## config.mk

```make
export PLATFORM = sky130hd
export DESIGN_NAME = pe_array_pipe_flat
export DESIGN_NICKNAME = d
export VERILOG_FILES = /design/src/rtl/pe_pkg.sv /design/src/rtl/pe_array_pipe_if.sv /design/src/rtl/pe_lane.sv /design/src/rtl/pe_array_pipe.sv /design/src/flat_wrapper.sv
export SDC_FILE = /design/constraint.sdc
export NUM_CORES = 1
export LEC_CHECK = 0
export BUFFER_PORTS_ARGS = -buffer_cell sky130_fd_sc_hd__clkbuf_2
export CORE_UTILIZATION = 49
export DETAILED_ROUTE_END_ITERATION = 7
export GPL_ROUTABILITY_DRIVEN = 0
export PLACE_DENSITY = 0.69
export SLEW_MARGIN = 5
export SYNTH_ARGS = -nofsm -noshare
export SYNTH_HDL_FRONTEND = slang
export SYNTH_SLANG_ARGS = --single-unit
```

## constraint.sdc

```tcl
create_clock -name clk -period 9.8 [get_ports clk]
set_input_delay 0.49 -clock clk [delete_from_list [all_inputs] [get_ports clk]]
set_output_delay 0.49 -clock clk [all_outputs]
set_load 0.05 [all_outputs]
```

## src/rtl/pe_pkg.sv

```systemverilog
// ----------------------------------------------------------------------------
// pe_pkg
// Shared definitions for the polar-decoder PE array: lane mode encodings, the
// default LLR type and the symmetric saturation helper used by every lane.
// No ports (package).
// ----------------------------------------------------------------------------
package pe_pkg;

  localparam int LLR_W = 6;

  localparam logic [1:0] MODE_F   = 2'b00;
  localparam logic [1:0] MODE_G   = 2'b01;
  localparam logic [1:0] MODE_FG  = 2'b10;
  localparam logic [1:0] MODE_BYP = 2'b11;

  typedef logic signed [LLR_W-1:0] llr_t;

  // Saturation result: clipped value plus a flag telling whether clipping hit.
  typedef struct packed {
    logic signed [15:0] val;
    logic               sat;
  } sat_res_t;

  // Clip x to [-(2^(w-1)-1), +(2^(w-1)-1)]. Symmetric on purpose: the most
  // negative code is never produced, so negation of a result never overflows.
  function automatic sat_res_t sat_sym(input logic signed [15:0] x, input int unsigned w);
    sat_res_t          r;
    logic signed [15:0] lim;
    lim = 16'sd1;
    lim = (lim <<< (w - 1)) - 16'sd1;
    if (x > lim) begin
      r.val = lim;
      r.sat = 1'b1;
    end else if (x < -lim) begin
      r.val = -lim;
      r.sat = 1'b1;
    end else begin
      r.val = x;
      r.sat = 1'b0;
    end
    return r;
  endfunction

endpackage

```

## src/rtl/pe_array_pipe_if.sv

```systemverilog
// ----------------------------------------------------------------------------
// pe_array_pipe_if
// Input beat bus (valid/ready + LLR pairs, partial sums, mode) and output beat
// bus (valid/ready + F/G0/G1 results) of the PE array.
//   master : the side that produces input beats and consumes results
//   slave  : the PE array itself
// ----------------------------------------------------------------------------
interface pe_array_pipe_if #(
  parameter int W      = 6,
  parameter int NUM_PE = 8
);
  logic                  in_valid;
  logic                  in_ready;
  logic [1:0]            mode;
  logic [NUM_PE*W-1:0]   llr_in0;
  logic [NUM_PE*W-1:0]   llr_in1;
  logic [NUM_PE-1:0]     ps_g0;
  logic [NUM_PE-1:0]     ps_g1;
  logic                  out_valid;
  logic                  out_ready;
  logic [NUM_PE*W-1:0]   llr_out_f;
  logic [NUM_PE*W-1:0]   llr_out_g0;
  logic [NUM_PE*W-1:0]   llr_out_g1;

  modport master (
    output in_valid, mode, llr_in0, llr_in1, ps_g0, ps_g1, out_ready,
    input  in_ready, out_valid, llr_out_f, llr_out_g0, llr_out_g1
  );

  modport slave (
    input  in_valid, mode, llr_in0, llr_in1, ps_g0, ps_g1, out_ready,
    output in_ready, out_valid, llr_out_f, llr_out_g0, llr_out_g1
  );
endinterface

```

## src/rtl/pe_lane.sv

```systemverilog
// ----------------------------------------------------------------------------
// pe_lane
// Combinational single-lane polar PE: min-sum F, G0/G1 (one per partial-sum
// hypothesis), mode gating and saturation flag.
//   mode_i          lane operation (F / G / F+G / bypass)
//   a_i, b_i        LLR pair, two's complement
//   ps_g0_i/ps_g1_i partial-sum bit selecting b+a (0) or b-a (1)
//   f_o, g0_o, g1_o gated results
//   sat_o           an active F or G result was clipped
// ----------------------------------------------------------------------------
module pe_lane
  import pe_pkg::*;
#(
  parameter int W = 6
) (
  input  logic [1:0]          mode_i,
  input  logic signed [W-1:0] a_i,
  input  logic signed [W-1:0] b_i,
  input  logic                ps_g0_i,
  input  logic                ps_g1_i,
  output logic signed [W-1:0] f_o,
  output logic signed [W-1:0] g0_o,
  output logic signed [W-1:0] g1_o,
  output logic                sat_o
);

  localparam logic [W:0] MAG_MAX = (W+1)'((1 << (W - 1)) - 1);

  logic signed [W:0]   a_ext_s, b_ext_s, f_val_s, g0_raw_s, g1_raw_s;
  logic [W:0]          abs_a_s, abs_b_s, mag_s;
  logic                f_clip_s;
  sat_res_t            g0_res_s, g1_res_s;
  logic signed [W-1:0] f_act_s, g0_act_s, g1_act_s;
  logic                unused_hi_bits_s;

  // Arithmetic at W+1 bits so |-2^(W-1)| and b+/-a never wrap before clipping.
  always_comb begin
    a_ext_s  = {a_i[W-1], a_i};
    b_ext_s  = {b_i[W-1], b_i};
    abs_a_s  = a_ext_s[W] ? unsigned'(-a_ext_s) : unsigned'(a_ext_s);
    abs_b_s  = b_ext_s[W] ? unsigned'(-b_ext_s) : unsigned'(b_ext_s);
    mag_s    = (abs_a_s < abs_b_s) ? abs_a_s : abs_b_s;
    f_clip_s = 1'b0;
    if (mag_s > MAG_MAX) begin
      mag_s    = MAG_MAX;
      f_clip_s = 1'b1;
    end else begin
      f_clip_s = 1'b0;
    end
    f_val_s  = (a_i[W-1] ^ b_i[W-1]) ? -$signed(mag_s) : $signed(mag_s);
    f_act_s  = f_val_s[W-1:0];
    g0_raw_s = ps_g0_i ? (b_ext_s - a_ext_s) : (b_ext_s + a_ext_s);
    g1_raw_s = ps_g1_i ? (b_ext_s - a_ext_s) : (b_ext_s + a_ext_s);
    g0_res_s = sat_sym(16'(g0_raw_s), W);
    g1_res_s = sat_sym(16'(g1_raw_s), W);
    g0_act_s = g0_res_s.val[W-1:0];
    g1_act_s = g1_res_s.val[W-1:0];
  end

  // Clipped values always fit in W bits; the upper bits are sign copies.
  assign unused_hi_bits_s = ^{g0_res_s.val[15:W], g1_res_s.val[15:W], f_val_s[W]};

  // Mode gating: inactive results are zero and cannot raise the sat flag.
  always_comb begin
    f_o   = '0;
    g0_o  = '0;
    g1_o  = '0;
    sat_o = 1'b0;
    case (mode_i)
      MODE_F: begin
        f_o   = f_act_s;
        sat_o = f_clip_s;
      end
      MODE_G: begin
        g0_o  = g0_act_s;
        g1_o  = g1_act_s;
        sat_o = g0_res_s.sat | g1_res_s.sat;
      end
      MODE_FG: begin
        f_o   = f_act_s;
        g0_o  = g0_act_s;
        g1_o  = g1_act_s;
        sat_o = f_clip_s | g0_res_s.sat | g1_res_s.sat;
      end
      MODE_BYP: begin
        f_o   = a_i;
        g0_o  = b_i;
      end
      default: begin
        f_o   = '0;
        g0_o  = '0;
        g1_o  = '0;
        sat_o = 1'b0;
      end
    endcase
  end

endmodule

```

## src/rtl/pe_array_pipe.sv

```systemverilog
// ----------------------------------------------------------------------------
// pe_array_pipe
// NUM_PE polar PE lanes behind a two-stage valid/ready pipeline, with a sticky
// count of output beats in which any lane saturated.
//   clk, rst  clock (rising edge), asynchronous active-high reset
//   bus       slave side of pe_array_pipe_if (input beats in, results out)
//   sat_clr   synchronous clear of sat_cnt (wins over an increment)
//   sat_cnt   saturated-beat counter, holds at all-ones
// ----------------------------------------------------------------------------
module pe_array_pipe
  import pe_pkg::*;
#(
  parameter int INTER_LLR_WIDTH = 6,
  parameter int NUM_PE          = 8,
  parameter int SAT_CNT_WIDTH   = 16
) (
  input  logic                     clk,
  input  logic                     rst,
  pe_array_pipe_if.slave           bus,
  input  logic                     sat_clr,
  output logic [SAT_CNT_WIDTH-1:0] sat_cnt
);

  localparam int W  = INTER_LLR_WIDTH;
  localparam int VW = NUM_PE * W;

  logic                     s1_valid_q, s2_valid_q, s2_sat_q;
  logic [1:0]               s1_mode_q;
  logic [VW-1:0]            s1_a_q, s1_b_q;
  logic [NUM_PE-1:0]        s1_ps0_q, s1_ps1_q;
  logic [VW-1:0]            s2_f_q, s2_g0_q, s2_g1_q;
  logic [SAT_CNT_WIDTH-1:0] sat_cnt_q;

  logic [VW-1:0]            lane_f_s, lane_g0_s, lane_g1_s;
  logic [NUM_PE-1:0]        lane_sat_s;
  logic                     s1_en_s, s2_en_s, sat_inc_s;

  // in_ready follows out_ready combinationally so a full pipe still moves at
  // one beat per cycle when the consumer is ready.
  assign s2_en_s      = ~s2_valid_q | bus.out_ready;
  assign s1_en_s      = ~s1_valid_q | s2_en_s;
  assign bus.in_ready = s1_en_s;
  assign sat_inc_s    = s2_valid_q & bus.out_ready & s2_sat_q;

  for (genvar i = 0; i < NUM_PE; i++) begin : g_lane
    pe_lane #(.W(W)) u_lane (
      .mode_i  (s1_mode_q),
      .a_i     (s1_a_q[i*W +: W]),
      .b_i     (s1_b_q[i*W +: W]),
      .ps_g0_i (s1_ps0_q[i]),
      .ps_g1_i (s1_ps1_q[i]),
      .f_o     (lane_f_s[i*W +: W]),
      .g0_o    (lane_g0_s[i*W +: W]),
      .g1_o    (lane_g1_s[i*W +: W]),
      .sat_o   (lane_sat_s[i])
    );
  end

  // Stage 1: capture the input beat.
  always_ff @(posedge clk or posedge rst) begin
    if (rst) begin
      s1_valid_q <= 1'b0;
      s1_mode_q  <= 2'b00;
      s1_a_q     <= '0;
      s1_b_q     <= '0;
      s1_ps0_q   <= '0;
      s1_ps1_q   <= '0;
    end else if (s1_en_s) begin
      s1_valid_q <= bus.in_valid;
      if (bus.in_valid) begin
        s1_mode_q <= bus.mode;
        s1_a_q    <= bus.llr_in0;
        s1_b_q    <= bus.llr_in1;
        s1_ps0_q  <= bus.ps_g0;
        s1_ps1_q  <= bus.ps_g1;
      end
    end
  end

  // Stage 2: capture lane results and the beat-level saturation flag.
  always_ff @(posedge clk or posedge rst) begin
    if (rst) begin
      s2_valid_q <= 1'b0;
      s2_f_q     <= '0;
      s2_g0_q    <= '0;
      s2_g1_q    <= '0;
      s2_sat_q   <= 1'b0;
    end else if (s2_en_s) begin
      s2_valid_q <= s1_valid_q;
      if (s1_valid_q) begin
        s2_f_q   <= lane_f_s;
        s2_g0_q  <= lane_g0_s;
        s2_g1_q  <= lane_g1_s;
        s2_sat_q <= |lane_sat_s;
      end
    end
  end

  // Saturated-beat counter: counts on transfer out, sticks at all-ones.
  always_ff @(posedge clk or posedge rst) begin
    if (rst) begin
      sat_cnt_q <= '0;
    end else if (sat_clr) begin
      sat_cnt_q <= '0;
    end else if (sat_inc_s && (sat_cnt_q != '1)) begin
      sat_cnt_q <= sat_cnt_q + SAT_CNT_WIDTH'(1);
    end
  end

  assign bus.out_valid  = s2_valid_q;
  assign bus.llr_out_f  = s2_f_q;
  assign bus.llr_out_g0 = s2_g0_q;
  assign bus.llr_out_g1 = s2_g1_q;
  assign sat_cnt        = sat_cnt_q;

endmodule

```

## src/flat_wrapper.sv

```systemverilog
// flat-port wrapper written by rule: the top's interface ports become plain ports
module pe_array_pipe_flat import pe_pkg::*;
#(
  parameter int INTER_LLR_WIDTH = 6,
  parameter int NUM_PE          = 8,
  parameter int SAT_CNT_WIDTH   = 16
)
  (clk, rst, sat_clr, sat_cnt, bus_in_valid, bus_mode, bus_llr_in0, bus_llr_in1, bus_ps_g0, bus_ps_g1, bus_out_ready, bus_in_ready, bus_out_valid, bus_llr_out_f, bus_llr_out_g0, bus_llr_out_g1);
  pe_array_pipe_if #(.W((6)), .NUM_PE(NUM_PE)) bus_i ();
  input  logic clk;
  input  logic rst;
  input  logic sat_clr;
  output logic [SAT_CNT_WIDTH-1:0] sat_cnt;
  input wire logic [$bits(bus_i.in_valid)-1:0] bus_in_valid;
  input wire logic [$bits(bus_i.mode)-1:0] bus_mode;
  input wire logic [$bits(bus_i.llr_in0)-1:0] bus_llr_in0;
  input wire logic [$bits(bus_i.llr_in1)-1:0] bus_llr_in1;
  input wire logic [$bits(bus_i.ps_g0)-1:0] bus_ps_g0;
  input wire logic [$bits(bus_i.ps_g1)-1:0] bus_ps_g1;
  input wire logic [$bits(bus_i.out_ready)-1:0] bus_out_ready;
  output wire logic [$bits(bus_i.in_ready)-1:0] bus_in_ready;
  output wire logic [$bits(bus_i.out_valid)-1:0] bus_out_valid;
  output wire logic [$bits(bus_i.llr_out_f)-1:0] bus_llr_out_f;
  output wire logic [$bits(bus_i.llr_out_g0)-1:0] bus_llr_out_g0;
  output wire logic [$bits(bus_i.llr_out_g1)-1:0] bus_llr_out_g1;
  assign bus_i.in_valid = bus_in_valid;
  assign bus_i.mode = bus_mode;
  assign bus_i.llr_in0 = bus_llr_in0;
  assign bus_i.llr_in1 = bus_llr_in1;
  assign bus_i.ps_g0 = bus_ps_g0;
  assign bus_i.ps_g1 = bus_ps_g1;
  assign bus_i.out_ready = bus_out_ready;
  assign bus_in_ready = bus_i.in_ready;
  assign bus_out_valid = bus_i.out_valid;
  assign bus_llr_out_f = bus_i.llr_out_f;
  assign bus_llr_out_g0 = bus_i.llr_out_g0;
  assign bus_llr_out_g1 = bus_i.llr_out_g1;
  pe_array_pipe #(.INTER_LLR_WIDTH(INTER_LLR_WIDTH), .NUM_PE(NUM_PE), .SAT_CNT_WIDTH(SAT_CNT_WIDTH)) u_core (.clk(clk), .rst(rst), .bus(bus_i), .sat_clr(sat_clr), .sat_cnt(sat_cnt));
endmodule
```

==> impl_results.md <==
- Status: finished clean
- Initial antenna violation count: 0
- Post-synth EDFFs: 0
- Post-Syn Instances: 2,485
- Via density per instance: just under 6
- CTS tree: built
- Bufs and invs on worst path: 3
- I/O pin count: 281
- I/O Buffers: 280
- Number of remaining DRC errors: 0
- Final min period: 4.69 ns
- Slowest stage delay, CP: 0.64 ns
- Num rows: between 70 and 80
- Post-layout util: 0.573
- Leakage: around 0.012 uW
- Largest fanout on the critical path: 12
- Clk slew on worst S/H paths: approximately 0.05 ns
- Ys flop type: dfrtp_1
- Crit path arrival time: 5.09 ns
- Synth area leader: dfrtp_1
- FFs w/ async S/R, synth: 1.00
- Actual slew at the worst max-slew pin: between 1 and 1.5 ns
- Top cells by count, synth: dfrtp_1 (277), nand2_1 (263), nor2_1 (182), ha_1 (178), o21ai_0 (174)
- Kind of critical path: flip-flop to flip-flop
- Synth top area cells: dfrtp_1 (32%), ha_1 (10%), mux2_2 (6.7%), mux2i_1 (4.5%), nand2_1 (4.5%)
- Max Freq: between 200 and 250 MHz
- Synthesized area per cell: about 9 sq um
- Power per Cell Area: 294 nW/um^2
- CP Launch Type: flip-flop
- Total GRT Usage: 0.291
- Via Count: 19.8k
- Max-Cap Viols: 0
- Final wirelength: 66,200 um
- Crit-path cells: inv_1 -> ha_1 -> nand2_1 -> a21boi_0 -> inv_1 -> ha_1 -> nor2b_1 -> o21a_1 -> o21ai_1 -> a21oi_1 -> mux2i_1 -> buf_4 -> o21ai_0 -> or4b_1 -> or4_1 -> a22oi_1 -> o41ai_1
- Most frequent cell after synthesis: dfrtp_1
- GR Overflow Total: 0
- Hold Buf Count CTS: 0
- Die area: approximately 45,000 sq um
- Fraction of layout cells with a size suffix above 1: 0.190
- Setup TNS: 0 ns
- Vias in the first global route: between 15k and 20k
- DRT Pass-1 Iters: 6
- Crit path required time: 10.19 ns
- Post-synthesis register bit count: ~280
- R2r endpoint: u_core.s2_sat_q
- Worst Skew: about 0.024 ns
- Tightest Hold Check Type: input pin to asynchronous set/reset pin
- Global-route wire length before repair: 104,000 um
- Crit path max-delay family: compound AO/OA/AOI/OAI gates
- Core area: ~43,000 sq um
- Reg-to-reg critical path startpoint: u_core.s1_a_q[7]
- Crit. End Element: flip-flop
- Clock root cell: clkbuf_16
- Post-CTS Setup Inserts: 0
- Largest net degree at the start of global routing: 83
- Clock sink count: approximately 280
- Reg2Reg Setup Slack: just over 5 ns
- NumNets Final: around 3k
- HPWL after DPL: between 40,000 and 50,000 um
- Number of buffers created by CTS: 35
- Initial Utilization: 0.502
- Worst vdd ir: between 200 and 250 uV
- Rel. slew slack: 0.290
- Number of antenna diodes: 0
- Max Slew Vio Count: 0
- Cell Area, Synth: approximately 22,000 sq um
- WL/cell: 19.9 um
- CP max stage cell: a21oi_1
- Die width: between 200 and 250 um
- Maximum root-to-sink buffer count: 3
- Synth warn: 0
- H-tree levels: 2
- Hold violation total from the final report: 0
- Tcrit/Tclk final: 0.479
- Die height: 213 um
- Final ANT Viol Nets: 0
- Area grow syn2layout: 14.0%
- Seq/Total Area, Yosys: 0.318
- Final setup viols: 0
- Initial DRC count: about 1.6k
- Reg2Reg Depth: 17
- RSZ-0062 raised after global routing: no
- Worst-skew pair later-pin latency: roughly 0.56 ns
- Synth cell types: 87
- Post-synth top area share: 0.318
- Resized Gates After CTS: 0
[metrics by stage]
stage	instance area [sq um]	setup slack, ns	total power [uW]	hold WS [ns]	std cells
finish	24900	5.11	7310	0.0113	3323
global route	24900	4.69	7750	0.0751	3323
CTS	24900	5.11	7290	0.0249	3323
detailed placement	23700	5.17	5930	0.463	3264
global placement	23700	5.30	5840	0.457	3264
floorplan	21900	1.67	4880	0.471	2499
[worst reg2reg max path, delay by kind of cell (launching register included)]
family / cells / cell delay, ns
compound gates: 7 / 1.47
simple gates: 4 / 1.16
fa+ha+maj: 2 / 0.57
flops: 1 / 0.52
buf+inv: 3 / 0.49
mux: 1 / 0.33
[metal layers]
layer / vias to the layer above / part of all wire / GRT usage
li1: 9305 / - / -
met1: 9661 / 0.44 / 0.387
met2: 712 / 0.47 / 0.480
met3: 142 / 0.059 / 0.0359
met4: 0 / 0.034 / 0.112
met5: - / 0 / 0
[cells by family after synthesis]
kind of cell / Yosys count / synth area share
and+or+nand+nor: 726 / 0.156
AOI/OAI and AO/OA: 647 / 0.191
DFF: 277 / 0.318
buffers and inverters: 268 / 0.0461
muxes: 231 / 0.115
adders and majority gates: 202 / 0.120
xor gates and xnor gates: 132 / 0.0533
other: 2 / 0.000344
[power by group]
group	internal [uW]	total, uW	switching (uW)
clock	804	1320	518
combinational	1380	4140	2760
sequential	1460	1850	384
[registers in the layout (all words and copies together), names as in the netlist]
| register | cells |
|---|---|
| u_core.bus.llr_out_g1 | 48 |
| u_core.s1_a_q | 48 |
| u_core.s1_ps1_q | 8 |
| u_core.s1_ps0_q | 8 |
| u_core.sat_cnt | 16 |
| u_core.s1_valid_q | 1 |
| u_core.bus.llr_out_f | 48 |
| u_core.bus.llr_out_g0 | 48 |
| u_core.s2_sat_q | 1 |
| u_core.s1_b_q | 48 |
| u_core.s1_mode_q | 2 |
| u_core.bus.out_valid | 1 |
[cell usage in the layout (no fill, tap or decap), types with 27 or more instances in the layout]
cell         n
dfrtp_1    277
clkbuf_16   37
a22oi_1     46
nor2b_1     46
mux2_2     130
nand3_1     38
ha_1       177
nand2_1    261
o21ai_1     39
o31ai_1     27
mux2i_1     99
inv_1      146
clkbuf_2   280
xnor2_1     94
a21oi_1    132
o21ai_0    174
nor2_1     180
nand2b_1    28
xor2_1      37
nor3_1      48
[layout make-up]
class,count,area (sq um)
inverters,154,586
multi-input cells,1954,14000
fillers,3982,18600
clock buffers,49,1020
flip-flops and latches,277,6930
repair buffers,294,1510
clock inverters,10,135
well taps,585,732
[worst max path at each step]
stage	depth (start not counted)	from	slack, ns	end
3_5_place_dp	17	u_core.s1_a_q[7]	5.17	u_core.s2_sat_q
4_1_cts	17	u_core.s1_a_q[7]	5.11	u_core.s2_sat_q
3_3_place_gp	17	u_core.s1_a_q[7]	5.30	u_core.s2_sat_q
2_1_floorplan	1	rst	1.67	u_core.bus.llr_out_f[0]
6_report	17	u_core.s1_a_q[7]	5.11	u_core.s2_sat_q
5_1_grt	17	u_core.s1_a_q[7]	4.69	u_core.s2_sat_q
Note: power is estimated with default switching activity, not from simulation.
